<file path="src/rtl/fsm_serial_tx.sv">
// Serial frame transmitter: one-hot FSM shifting a parallel word out as
// start(1), data LSB first, optional parity, stop(0) on an idle-low line.
module fsm_serial_tx #(
  parameter int DATA_W       = 8,
  parameter int CLKS_PER_BIT = 4,
  parameter int PARITY_EN    = 1,
  parameter int PARITY_ODD   = 0
) (
  input  logic              clk,
  input  logic              reset,
  input  logic [DATA_W-1:0] tx_data,
  input  logic              tx_valid,
  output logic              tx_ready,
  output logic              tx_out,
  output logic              tx_busy,
  output logic              tx_done
);

  localparam int BAUD_W = (CLKS_PER_BIT > 1) ? $clog2(CLKS_PER_BIT) : 1;
  localparam int BIT_W  = (DATA_W > 1) ? $clog2(DATA_W) : 1;

  typedef enum logic [4:0] {
    IDLE   = 5'b00001,
    START  = 5'b00010,
    DATA   = 5'b00100,
    PARITY = 5'b01000,
    STOP   = 5'b10000
  } state_t;

  state_t              state_q, state_d;
  logic [BAUD_W-1:0]   baud_q, baud_d;
  logic [BIT_W-1:0]    bit_q, bit_d;
  logic [DATA_W-1:0]   shreg_q, shreg_d;
  logic                parity_q, parity_d;
  logic                baud_tc;

  assign baud_tc = (baud_q == BAUD_W'(CLKS_PER_BIT - 1));

  always_comb begin
    state_d  = state_q;
    baud_d   = baud_q;
    bit_d    = bit_q;
    shreg_d  = shreg_q;
    parity_d = parity_q;
    if (state_q != IDLE) begin
      baud_d = baud_tc ? '0 : baud_q + BAUD_W'(1);
    end
    case (state_q)
      IDLE: begin
        baud_d = '0;
        if (tx_valid) begin
          shreg_d  = tx_data;
          parity_d = (PARITY_ODD != 0) ? ~^tx_data : ^tx_data;
          bit_d    = '0;
          state_d  = START;
        end
      end
      START: begin
        if (baud_tc) state_d = DATA;
      end
      DATA: begin
        if (baud_tc) begin
          shreg_d = shreg_q >> 1;
          if (bit_q == BIT_W'(DATA_W - 1)) begin
            bit_d   = '0;
            state_d = (PARITY_EN != 0) ? PARITY : STOP;
          end else begin
            bit_d = bit_q + BIT_W'(1);
          end
        end
      end
      PARITY: begin
        if (baud_tc) state_d = STOP;
      end
      STOP: begin
        if (baud_tc) state_d = IDLE;
      end
      default: begin
        // Corrupted (non-one-hot) state recovers straight to IDLE.
        state_d = IDLE;
        baud_d  = '0;
        bit_d   = '0;
      end
    endcase
  end

  always_ff @(posedge clk or posedge reset) begin
    if (reset) begin
      state_q  <= IDLE;
      baud_q   <= '0;
      bit_q    <= '0;
      shreg_q  <= '0;
      parity_q <= 1'b0;
    end else begin
      state_q  <= state_d;
      baud_q   <= baud_d;
      bit_q    <= bit_d;
      shreg_q  <= shreg_d;
      parity_q <= parity_d;
    end
  end

  // Outputs are pure decodes of registered state, so reset clears them at once.
  always_comb begin
    case (state_q)
      IDLE:    tx_out = 1'b0;
      START:   tx_out = 1'b1;
      DATA:    tx_out = shreg_q[0];
      PARITY:  tx_out = parity_q;
      STOP:    tx_out = 1'b0;
      default: tx_out = 1'b0;
    endcase
  end

  assign tx_ready = (state_q == IDLE);
  assign tx_busy  = ~tx_ready;
  assign tx_done  = (state_q == STOP) && baud_tc;

endmodule

</file>
<file path="config.mk">
export PLATFORM = sky130hd
export DESIGN_NAME = fsm_serial_tx
export DESIGN_NICKNAME = d
export VERILOG_FILES = /design/src/rtl/fsm_serial_tx.sv
export SDC_FILE = /design/constraint.sdc
export NUM_CORES = 1
export LEC_CHECK = 0
export CORE_MARGIN = 2
export CORE_UTILIZATION = 48
export CTS_CLUSTER_SIZE = 24
export DETAILED_ROUTE_END_ITERATION = 7
export PLACE_DENSITY = 0.82
export SYNTH_ARGS = -nofsm -noshare
export SYNTH_HDL_FRONTEND = slang
export SYNTH_SLANG_ARGS = --single-unit
</file>
<file path="constraint.sdc">
create_clock -name clk -period 3.3 [get_ports clk]
set_input_delay 0.33 -clock clk [delete_from_list [all_inputs] [get_ports clk]]
set_output_delay 0.33 -clock clk [all_outputs]
set_load 0.005 [all_outputs]
</file>
# After elaboration in Yosys (flattened, before gate mapping)
# Index checks and enable logic that the tools add are counted.
# word_totals
ff_bits	19
in_bits	11
out_inout_bits	4
elab_cells	51
# classes
add_sub_neg	2
eq_ne	15
mux	18
bitwise_logic	2
n_reduce_logical	9
# ops
cell	count
$mux 5	6
$pmux 5 s5	1
$mux 8	2
$pmux 8 s2	1
$ne 2x2->1 const B	6
$mux 3	3
$pmux 3 s3	1
$reduce_xor 8->1	1
$mux 2	3
$reduce_and 3->1	2
$reduce_and 6->1	1
$eq 5x1->1 const B	1
$eq 5x2->1 const B	1
$eq 5x3->1 const B	1
$eq 5x4->1 const B	1
$eq 5x5->1 const B	1
$ne 5x1->1 const B	1
$reduce_or 4->1	1
$add 3x1->3 const B	1
$eq 3x3->1 const B	1
$pmux 1 s3	1
$reduce_or 3->1	1
$add 2x1->2 const B	1
$eq 2x2->1 const B	1
other kinds (5)	6

# Depth between registers and ports, before layout
# logic_depth
depth_word	4
depth_mapped	7
depth_no_buf	5

# Worst setup path after synthesis
# Ideal clock, no wire load.
# synth_timing
kind	register to register
startpoint	register state_q[4]
endpoint	register shreg_q[0]
setup_time_ns	0.125
arrival_time_ns	1.832
t_required_ns	3.175
path_slack_ns	1.344
path_stages_with_launch	5
path_buffers	0
period_less_slack_ns	1.956
path_cell_list	dfrtp_1 or4b_4 nand2b_4 a211oi_4 mux2_2
# synth_via
elab_chain_len	3
word_cells_on_any_way	7
cone_classes	eq/ne (4); mux (1); reduce/logical (2)
# synth_rtl
item	line	rtl
start: declaration	30	state_t state_q, state_d;
start signal: assignment	95	state_q <= state_d;
$eq 5x3->1 / $eq 5x1->1 (equally long branches)	48	case (state_q)
$ne 2x2->1 (no source line) / $reduce_bool 2->1 (equally long branches)	--	
$reduce_and 3->1 (no source line)	--	
end signal: assignment	98	shreg_q <= shreg_d;
end: declaration	33	logic [DATA_W-1:0] shreg_q, shreg_d;
# Several ways; a longest one is shown, not always the timed one.
# A chain may end at the register's enable or synchronous reset.

# Worst setup path in the final report
# layout_timing
startpoint	register state_q[3]
endpoint	output tx_busy
# layout_via
elab_chain_len	2
# layout_rtl
item	line	rtl
$eq 5x1->1	115	assign tx_ready = (state_q == IDLE);
$not 1->1	116	assign tx_busy = ~tx_ready;
end: declaration	15	output logic tx_busy,
# No other way between the ends.

==> results.md <==
* Clk root buf: clkbuf_4
* Worst R2R End: shreg_q[5]
* Final setup skew at 0.00802 ns
* Final RePlAce weighted congestion at 0.825
* Final Hold Violating Endpoints at 0
* Top Family by Delay on Critical Path: flip-flops
* DRC viols at 0
* Initial antenna violation count at 0
* Syn avg cell area at 10.5 um2
* Vias in the first global route at 922
* Sequential fraction of the synthesis area at 0.396
* Fmax at 417 MHz
* Post-synth cell types at 36
* P&R area growth vs syn at 13.4%
* EDFF count, synth at 0
* CP Max Fanout at 16
* Total CTS buffers at 3
* CTS tree: done
* All-Layer GR Usage at 0.191
* Vias per std cell at 5.79
* Number of buffers and inverters on the critical path at 2
* Critical Path Start: state_q[3]
* Die ar. at 2920 um2
* CP Cell Sequence: nor2_1 > and3_1 > inv_1 > clkdlybuf4s50_1
* Primary FF master, synth: dfrtp_1
* First-pass DRT Iterations at 4
* Detailed-placement wirelength estimate at 1720 um
* List of most frequent post-synthesis cells: dfrtp_1 (18), mux2_2 (16), inv_1 (8)
* Largest net degree at the start of global routing at 20
* I/O Buffers at 14
* Grt ovf at 0
* Worst-Margin Slew at 0.756 ns
* Min Clock Period, post-route at 2.40 ns
* Setup CP Type: register to output port
* Reg2Reg Launch Point: state_q[4]
* Ranking of synthesized cells by area: dfrtp_1 (37%), mux2_2 (15%), xnor2_1 (5.1%)
* Starting Density at 0.495
* Antenna Nets Post-Route at 0
* Leak at 0.596 nW
* Drt initial violations at 19
* IO Count at 15
* R2R Setup Slk at 0.98 ns
* Clock Pin Slew Worst Setup and Hold Paths at 0.12 ns
* Cell taking the most area after synthesis: dfrtp_1
* Resize count post-CTS at 0
* Max-cap violation count at 0
* Required @ worst endpoint at 2.97 ns
* FF+latch count, synth at 19
* CP Capture Type: output port
* Longest Clk Path Bufs at 2
* Final Power at 0.000998 W
* Fraction of registers with async set/reset at 1.00
* CTS sink count at 19
* Clock Latency Late Sink at 0.30 ns
* Synthesized Nets at 129
* H-tree Lvls at 1
* Reg2reg path depth at 4
* Global-route wire length before repair at 4040 um
* Status: complete, no violations
* Count of final setup violators at 0
* Fin nets at 140
* DP Area at 1340 um2
* Synth Warn # at 0
* Final wirelength at 2340 um
* Die height at 54.1 um
* Wire per inst at 15.1 um
* Setup TNS at 0 ns
* Max-slew headroom at 0.496
* Cells after Synth at 115
* Fin area at 1370 um2
* Fillers at 224
* CP max stage cell: dfrtp_1
* Horiz. Die Dim at 54.1 um
* Row count at 18
* Post-synth top area share at 0.374
* Power Density at 731 nW/um2
* Biggest cell delay along the critical path at 0.65 ns
* Hold Buf Count CTS at 0
* N_diodes at 0
* Layout cells sized above 1 at 0.208
* Post-Syn Area at 1200 um2
* Critical path data arrival time at 2.07 ns
* DR vias at 897
* Startpoint type of the worst setup path: register
* Hold_ws at 0.448 ns
* Peak VDD IR at 0.460 mV
* Hold Path Class: input port to async pin
* Top-count cell post-synth: dfrtp_1
* Setup Buffers After CTS at 0
* Core region area at 2430 um2
* Final-report max-slew violation count at 0
* RSZ-0062 raised after global routing: false
* Final period util at 0.727
## cell usage in the layout (no fill, tap or decap), drive strengths merged, types with 3 or more instances in the layout
cell / count
xnor2: 7
o211ai: 4
nand2: 4
nor2: 6
o21ai: 7
dfrtp: 18
nor3: 5
inv: 8
ha: 3
clkdlybuf4s50: 14
mux2: 16
clkbuf: 4
mux2i: 3
## logic make-up (layout without fill, tap and decap cells)
group           count (synthesis)  after routing  synth area share
compound gates                 20             20             0.125
xor+xnor                        9              9            0.0655
fa+ha+maj                       3              3            0.0312
buf+inv                        16             26            0.0603
flops                          19             19             0.396
mux                            19             19             0.175
simple gates                   29             29             0.148
## worst max-delay path by stage
stage | endpoint | slack [ns] | depth (start not counted)
after floorplan | shreg_q[0] | 1.34 | 4
after global placement | shreg_q[2] | 1.06 | 4
after detailed placement | shreg_q[5] | 1.01 | 4
after CTS | tx_busy | 0.93 | 4
after global routing | tx_busy | 0.79 | 4
final | tx_busy | 0.90 | 4
## sequential cells by signal, indices dropped and copies added, names as in the netlist
name	count
parity_q	1
bit_q	3
state_q	5
shreg_q	8
baud_q	2
## area by class of cell
cell class | count | area [um2] | share of cell area
Timing Repair Buffer | 14 | 140 | 0.103
Multi-Input combinational cell | 80 | 654 | 0.479
Clock buffer | 4 | 26.3 | 0.0192
Tap cell | 30 | 37.5 | 0.0275
Sequential cell | 19 | 477 | 0.349
Inverter | 8 | 30.0 | 0.0220
## routing by layer
| metal | GRT usage | vias up | share of wire |
|---|---|---|---|
| li1 | - | 435 | - |
| met1 | 0.235 | 432 | 0.44 |
| met2 | 0.327 | 26 | 0.49 |
| met3 | 0.0500 | 4 | 0.058 |
| met4 | 0.0583 | 0 | 0.0090 |
| met5 | 0 | - | 0 |
## stage by stage
stage                     cells  setup WS [ns]   util
after floorplan             115           1.34      -
after CTS                   155          0.926  0.561
final                       155          0.899  0.561
after detailed placement    151           1.01  0.550
after global placement      151           1.06  0.550
after global routing        155          0.788  0.561
## where the power goes
part	switching (W)	internal, W	leakage, nW	total (W)
registers	0.0000798	0.000318	0.240	0.000397
logic	0.000221	0.000258	0.341	0.000479
clock network	0.0000745	0.0000470	0.0150	0.000121
total	0.000376	0.000622	0.596	0.000998
(Power assumes the default switching activity.)
